[src/rtl/shift_add_mult_if.sv]
// Handshake and operand/result bundle between the controller and shift_add_mult.
// The controller drives start/a_in/b_in; the multiplier returns busy/done/product.
interface shift_add_mult_if #(
  parameter int unsigned WIDTH = 8
);
  logic               start;
  logic [WIDTH-1:0]   a_in;
  logic [WIDTH-1:0]   b_in;
  logic               busy;
  logic               done;
  logic [2*WIDTH-1:0] product;

  modport master (
    output start, a_in, b_in,
    input  busy, done, product
  );

  modport slave (
    input  start, a_in, b_in,
    output busy, done, product
  );
endinterface

[src/rtl/shift_add_mult.sv]
// Sequential unsigned shift-and-add multiplier: one multiplier bit per clock,
// WIDTH CALC cycles per product, start/busy/done handshake.
module shift_add_mult #(
  parameter int unsigned WIDTH = 8
) (
  input  logic           clk,
  input  logic           rst_n,
  shift_add_mult_if.slave bus
);

  localparam int unsigned PW    = 2 * WIDTH;
  localparam int unsigned CNT_W = $clog2(WIDTH);

  typedef enum logic [1:0] {
    S_IDLE = 2'd0,
    S_CALC = 2'd1,
    S_DONE = 2'd2
  } state_e;

  state_e           state_q;
  logic [WIDTH-1:0] a_q;
  logic [PW-1:0]    acc_q;
  logic [CNT_W-1:0] cnt_q;
  logic             busy_q;
  logic             done_q;
  logic [PW-1:0]    product_q;

  logic [WIDTH-1:0] addend_c;
  logic [WIDTH:0]   sum_c;
  logic [PW-1:0]    acc_next_c;
  logic             last_step_c;

  // Accumulate step: upper half plus gated multiplicand, carry kept in the shift.
  always_comb begin
    addend_c    = acc_q[0] ? a_q : '0;
    sum_c       = {1'b0, acc_q[PW-1:WIDTH]} + {1'b0, addend_c};
    acc_next_c  = {sum_c, acc_q[WIDTH-1:1]};
    last_step_c = (cnt_q == CNT_W'(WIDTH - 1));
  end

  always_ff @(posedge clk or negedge rst_n) begin
    if (!rst_n) begin
      state_q   <= S_IDLE;
      a_q       <= '0;
      acc_q     <= '0;
      cnt_q     <= '0;
      busy_q    <= 1'b0;
      done_q    <= 1'b0;
      product_q <= '0;
    end else begin
      done_q <= 1'b0;
      case (state_q)
        // DONE accepts a new request exactly like IDLE, giving back-to-back operation.
        S_IDLE, S_DONE: begin
          if (bus.start) begin
            a_q     <= bus.a_in;
            acc_q   <= {{WIDTH{1'b0}}, bus.b_in};
            cnt_q   <= '0;
            busy_q  <= 1'b1;
            state_q <= S_CALC;
          end else begin
            busy_q  <= 1'b0;
            state_q <= S_IDLE;
          end
        end
        S_CALC: begin
          acc_q <= acc_next_c;
          cnt_q <= cnt_q + CNT_W'(1);
          if (last_step_c) begin
            product_q <= acc_next_c;
            busy_q    <= 1'b0;
            done_q    <= 1'b1;
            state_q   <= S_DONE;
          end
        end
        default: begin
          busy_q  <= 1'b0;
          state_q <= S_IDLE;
        end
      endcase
    end
  end

  assign bus.busy    = busy_q;
  assign bus.done    = done_q;
  assign bus.product = product_q;

endmodule

[src/flat_wrapper.sv]
// flat-port wrapper written by rule: the top's interface ports become plain ports
module shift_add_mult_flat 
#(
  parameter int unsigned WIDTH = 8
)
  (clk, rst_n, bus_start, bus_a_in, bus_b_in, bus_busy, bus_done, bus_product);
  shift_add_mult_if #(.WIDTH(WIDTH)) bus_i ();
  input  logic clk;
  input  logic rst_n;
  input wire logic [$bits(bus_i.start)-1:0] bus_start;
  input wire logic [$bits(bus_i.a_in)-1:0] bus_a_in;
  input wire logic [$bits(bus_i.b_in)-1:0] bus_b_in;
  output wire logic [$bits(bus_i.busy)-1:0] bus_busy;
  output wire logic [$bits(bus_i.done)-1:0] bus_done;
  output wire logic [$bits(bus_i.product)-1:0] bus_product;
  assign bus_i.start = bus_start;
  assign bus_i.a_in = bus_a_in;
  assign bus_i.b_in = bus_b_in;
  assign bus_busy = bus_i.busy;
  assign bus_done = bus_i.done;
  assign bus_product = bus_i.product;
  shift_add_mult #(.WIDTH(WIDTH)) u_core (.clk(clk), .rst_n(rst_n), .bus(bus_i));
endmodule
[config.mk]
export PLATFORM = sky130hd
export DESIGN_NAME = shift_add_mult_flat
export DESIGN_NICKNAME = d
export VERILOG_FILES = /design/src/rtl/shift_add_mult_if.sv /design/src/rtl/shift_add_mult.sv /design/src/flat_wrapper.sv
export SDC_FILE = /design/constraint.sdc
export NUM_CORES = 1
export LEC_CHECK = 0
export CORE_ASPECT_RATIO = 2
export CORE_MARGIN = 1
export CORE_UTILIZATION = 39
export CTS_CLUSTER_SIZE = 16
export DETAILED_ROUTE_END_ITERATION = 16
export PLACE_DENSITY = 0.73
export SLEW_MARGIN = 20
export SYNTH_ARGS = -nofsm -noshare
export SYNTH_HDL_FRONTEND = slang
export SYNTH_SLANG_ARGS = --single-unit
[constraint.sdc]
create_clock -name clk -period 2.29 [get_ports clk]
set_input_delay 0.5725 -clock clk [delete_from_list [all_inputs] [get_ports clk]]
set_output_delay 0.5725 -clock clk [all_outputs]
set_load 0.05 [all_outputs]
==> results.json <==
{
  "syn_inst": 179,
  "gp_congestion": 0.845,
  "clk_latency_ns": 0.31,
  "area_growth_pct": 23.3,
  "io_buffers": 36,
  "yosysUniqueCellTypes": 30,
  "seq_area_frac_synth_pct": 53.3,
  "routed_wl_mm": 4.22,
  "skew_ns": 0.0110,
  "start_util_pct": 40.7,
  "fmax_ghz": 0.475,
  "antenna_left": 0,
  "rrSetupSlack_ns": 0.18,
  "tightestPinTransition_ns": 0.787,
  "cp-end-kind": "flip-flop",
  "ir_drop_mv": 0.896,
  "start_kind": "flip-flop",
  "hold_path_class": "in2async",
  "cts_tree": "yes",
  "pin_count": 37,
  "r2r-start": "u_core.a_q[0]$_DFFE_PN0P_",
  "clkSinkCount": 47,
  "pwr_density_cell_nw_per_um2": 1420,
  "dieArea_um2": 5980,
  "reg2reg_to": "u_core.acc_q[13]$_DFFE_PN0P_",
  "worst-path-buf-inv": 0,
  "critPathKind": "reg2reg",
  "crit_start": "u_core.a_q[0]$_DFFE_PN0P_",
  "arrival_ns": 2.29,
  "row_count": 38,
  "dpl.cell_count": 273,
  "hpwl_mm": 3.09,
  "power_mw": 3.87,
  "setup_ws_ns": 0.184,
  "core_area_um2": 5420,
  "period_needed_ns": 2.11,
  "max-cap-violations": 0,
  "grt_pass1_wl_mm": 6.99,
  "slew_headroom_pct": 47.3,
  "cp_slowest_cell": "fa_1",
  "ys_warn_count": 0,
  "cts_hold_buffers": 0,
  "drtIter0Drc": 41,
  "avgSynthCellArea_um2": 12.3,
  "r2r_cells": 8,
  "grt_start_max_net_pins": 48,
  "fin_crit_sh_pct": 92.0,
  "slew_violations": 0,
  "clkTransAtPathRegs_ns": 0.10,
  "cts_buffers": 5,
  "critPathMaxStageDelay_ns": 0.40,
  "setup_viol": 0,
  "grt_pass1_vias": 1540,
  "status": "completed",
  "setup_tns_ns": 0,
  "cts_max_path_buffers": 2,
  "post-place-ws_ns": 0.173,
  "final_cells": 281,
  "syn_nets": 209,
  "drc_errors": 0,
  "critPathMaxFanout": 3,
  "wl_per_cell_um": 15.0,
  "ys_seq_elements": 47,
  "drive_gt1_share_pct": 19.0,
  "vias": 1449,
  "antenna_cells": 0,
  "final_nets": 250,
  "grt_use_total_pct": 16.7,
  "drt-vias-per-instance": 5.16,
  "syn-cell-area_um2": 2200,
  "p_leak_nw": 1.24,
  "crit_cells": 8,
  "die_x_um": 55.2,
  "first_pass_iters": 4,
  "crit_family": "compound AO/OA/AOI/OAI gates",
  "gr-total-overflow": 0,
  "grt_setup_unrepaired": "no",
  "htreeDepth": 2,
  "die-height_um": 108,
  "path_cells": "and2_1 > ha_1 > fa_1 > a21oi_1 > o211ai_1 > a21oi_2 > xor2_1 > o21ai_0",
  "whs_ns": 0.336,
  "cp.required_ns": 2.48,
  "antenna_found_initial": 0,
  "hold_viol_final": 0,
  "ctsRootBufferMaster": "clkbuf_8"
}
## area by class of cell
class / instances / area (um^2)
Clock buffer: 5 / 68.8
Clock inverter: 3 / 25.0
Fill cell: 517 / 2700
Inverter: 3 / 11.3
Multi-Input combinational cell: 122 / 970
Sequential cell: 47 / 1180
Tap cell: 60 / 75.1
Timing Repair Buffer: 41 / 393
## worst register-to-register path: cells and delay by family (launching register included)
kind | cells | cell delay, ns
AO/OA/AOI/OAI | 4 | 0.64
XOR/XNOR | 1 | 0.20
adder cells (fa/ha/maj) | 2 | 0.62
flip-flops | 1 | 0.38
AND/OR/NAND/NOR | 1 | 0.15
## worst max path at each step
stage	endpoint	slack, ns
after floorplan	u_core.acc_q[13]$_DFFE_PN0P_	0.27
after global placement	u_core.acc_q[13]$_DFFE_PN0P_	0.24
after detailed placement	u_core.bus.product[13]$_DFFE_PN0P_	0.17
after CTS	u_core.bus.product[13]$_DFFE_PN0P_	0.15
after global routing	u_core.bus.product[13]$_DFFE_PN0P_	0.03
final	u_core.acc_q[13]$_DFFE_PN0P_	0.18
## flip-flops by register name (all words and copies together), names as in the netlist
name                cells
u_core.a_q              8
u_core.bus.done         1
u_core.cnt_q            3
u_core.state_q          2
u_core.bus.product     16
u_core.bus.busy         1
u_core.acc_q           16
## timing repair
item,in CTS,in global routing
gates resized for setup,0,1
setup endpoints to repair,0,2
buffers inserted,0,0
hold endpoints to repair,0,0
## synth_stat cells, drive strengths merged
library cell | number | share of area [%]
nor2b | 3 | 0.96
o211ai | 2 | 0.68
fa | 1 | 0.91
dfrtp | 47 | 53
a211oi | 1 | 0.57
a21oi | 6 | 1.4
or2 | 1 | 0.28
and2 | 8 | 2.3
o21ai | 17 | 3.9
mux2i | 8 | 3.6
mux2 | 21 | 11
clkbuf | 2 | 0.34
buf | 5 | 2.1
nand2 | 21 | 4.3
inv | 3 | 0.51
xor2 | 3 | 1.2
ha | 10 | 5.7
nor2 | 5 | 0.85
o21a | 1 | 0.34
or2b | 1 | 0.34
a22o | 7 | 2.8
a21o | 2 | 0.68
xnor2 | 3 | 1.2
o21bai | 1 | 0.34
## per-stage QoR
step | util (%) | cell area, um^2
detailed placement | 48.4 | 2620
CTS | 50.1 | 2720
finish | 50.2 | 2720
global placement | 48.4 | 2620
global route | 50.2 | 2720
floorplan | - | 2200
## kinds of logic after synthesis
logic type,synth area share (%)
AO/OA/AOI/OAI,10.7
XOR/XNOR,2.38
adder cells (fa/ha/maj),6.58
multiplexers,15.0
flip-flops,53.3
AND/OR/NAND/NOR,9.02
buffers and inverters,2.95
## layout by cell type (no fill, tap or decap)
cell type | Yosys | layout
nor2b_1 | 2 | 1
buf_2 | 1 | 1
nor2b_2 | 1 | 2
clkinvlp_4 | 0 | 1
a21o_1 | 2 | 2
ha_1 | 10 | 10
mux2_4 | 4 | 4
nand2_1 | 20 | 20
nand2_8 | 1 | 1
and2_1 | 8 | 8
a22o_2 | 1 | 1
clkdlybuf4s50_1 | 0 | 35
xor2_1 | 3 | 3
or2_2 | 1 | 1
o21a_1 | 1 | 1
a22o_1 | 6 | 6
o211ai_1 | 2 | 2
o21ai_0 | 17 | 17
a211oi_2 | 1 | 1
clkbuf_8 | 0 | 5
inv_1 | 3 | 3
dfrtp_1 | 47 | 47
mux2_2 | 17 | 17
buf_4 | 1 | 5
a21oi_2 | 0 | 1
o21bai_1 | 1 | 1
nor2_1 | 5 | 5
fa_1 | 1 | 1
a21oi_1 | 6 | 5
clkinv_4 | 0 | 2
xnor2_1 | 3 | 3
or2b_1 | 1 | 1
mux2i_1 | 8 | 8
## routing by layer
metal / up-vias / GRT usage, % / part of all wire, %
met4: 0 / 8.75 / 2.8
met3: 8 / 3.66 / 3.6
met2: 32 / 28.2 / 56
li1: 698 / - / -
met5: - / 0 / 0
met1: 711 / 18.6 / 37
## report_power, final
| part | switching (mW) | internal [mW] |
|---|---|---|
| clock network | 0.296 | 0.218 |
| registers | 0.211 | 1.19 |
| logic | 1.11 | 0.837 |
| total | 1.62 | 2.24 |
Power figures use the tool's default switching activity.
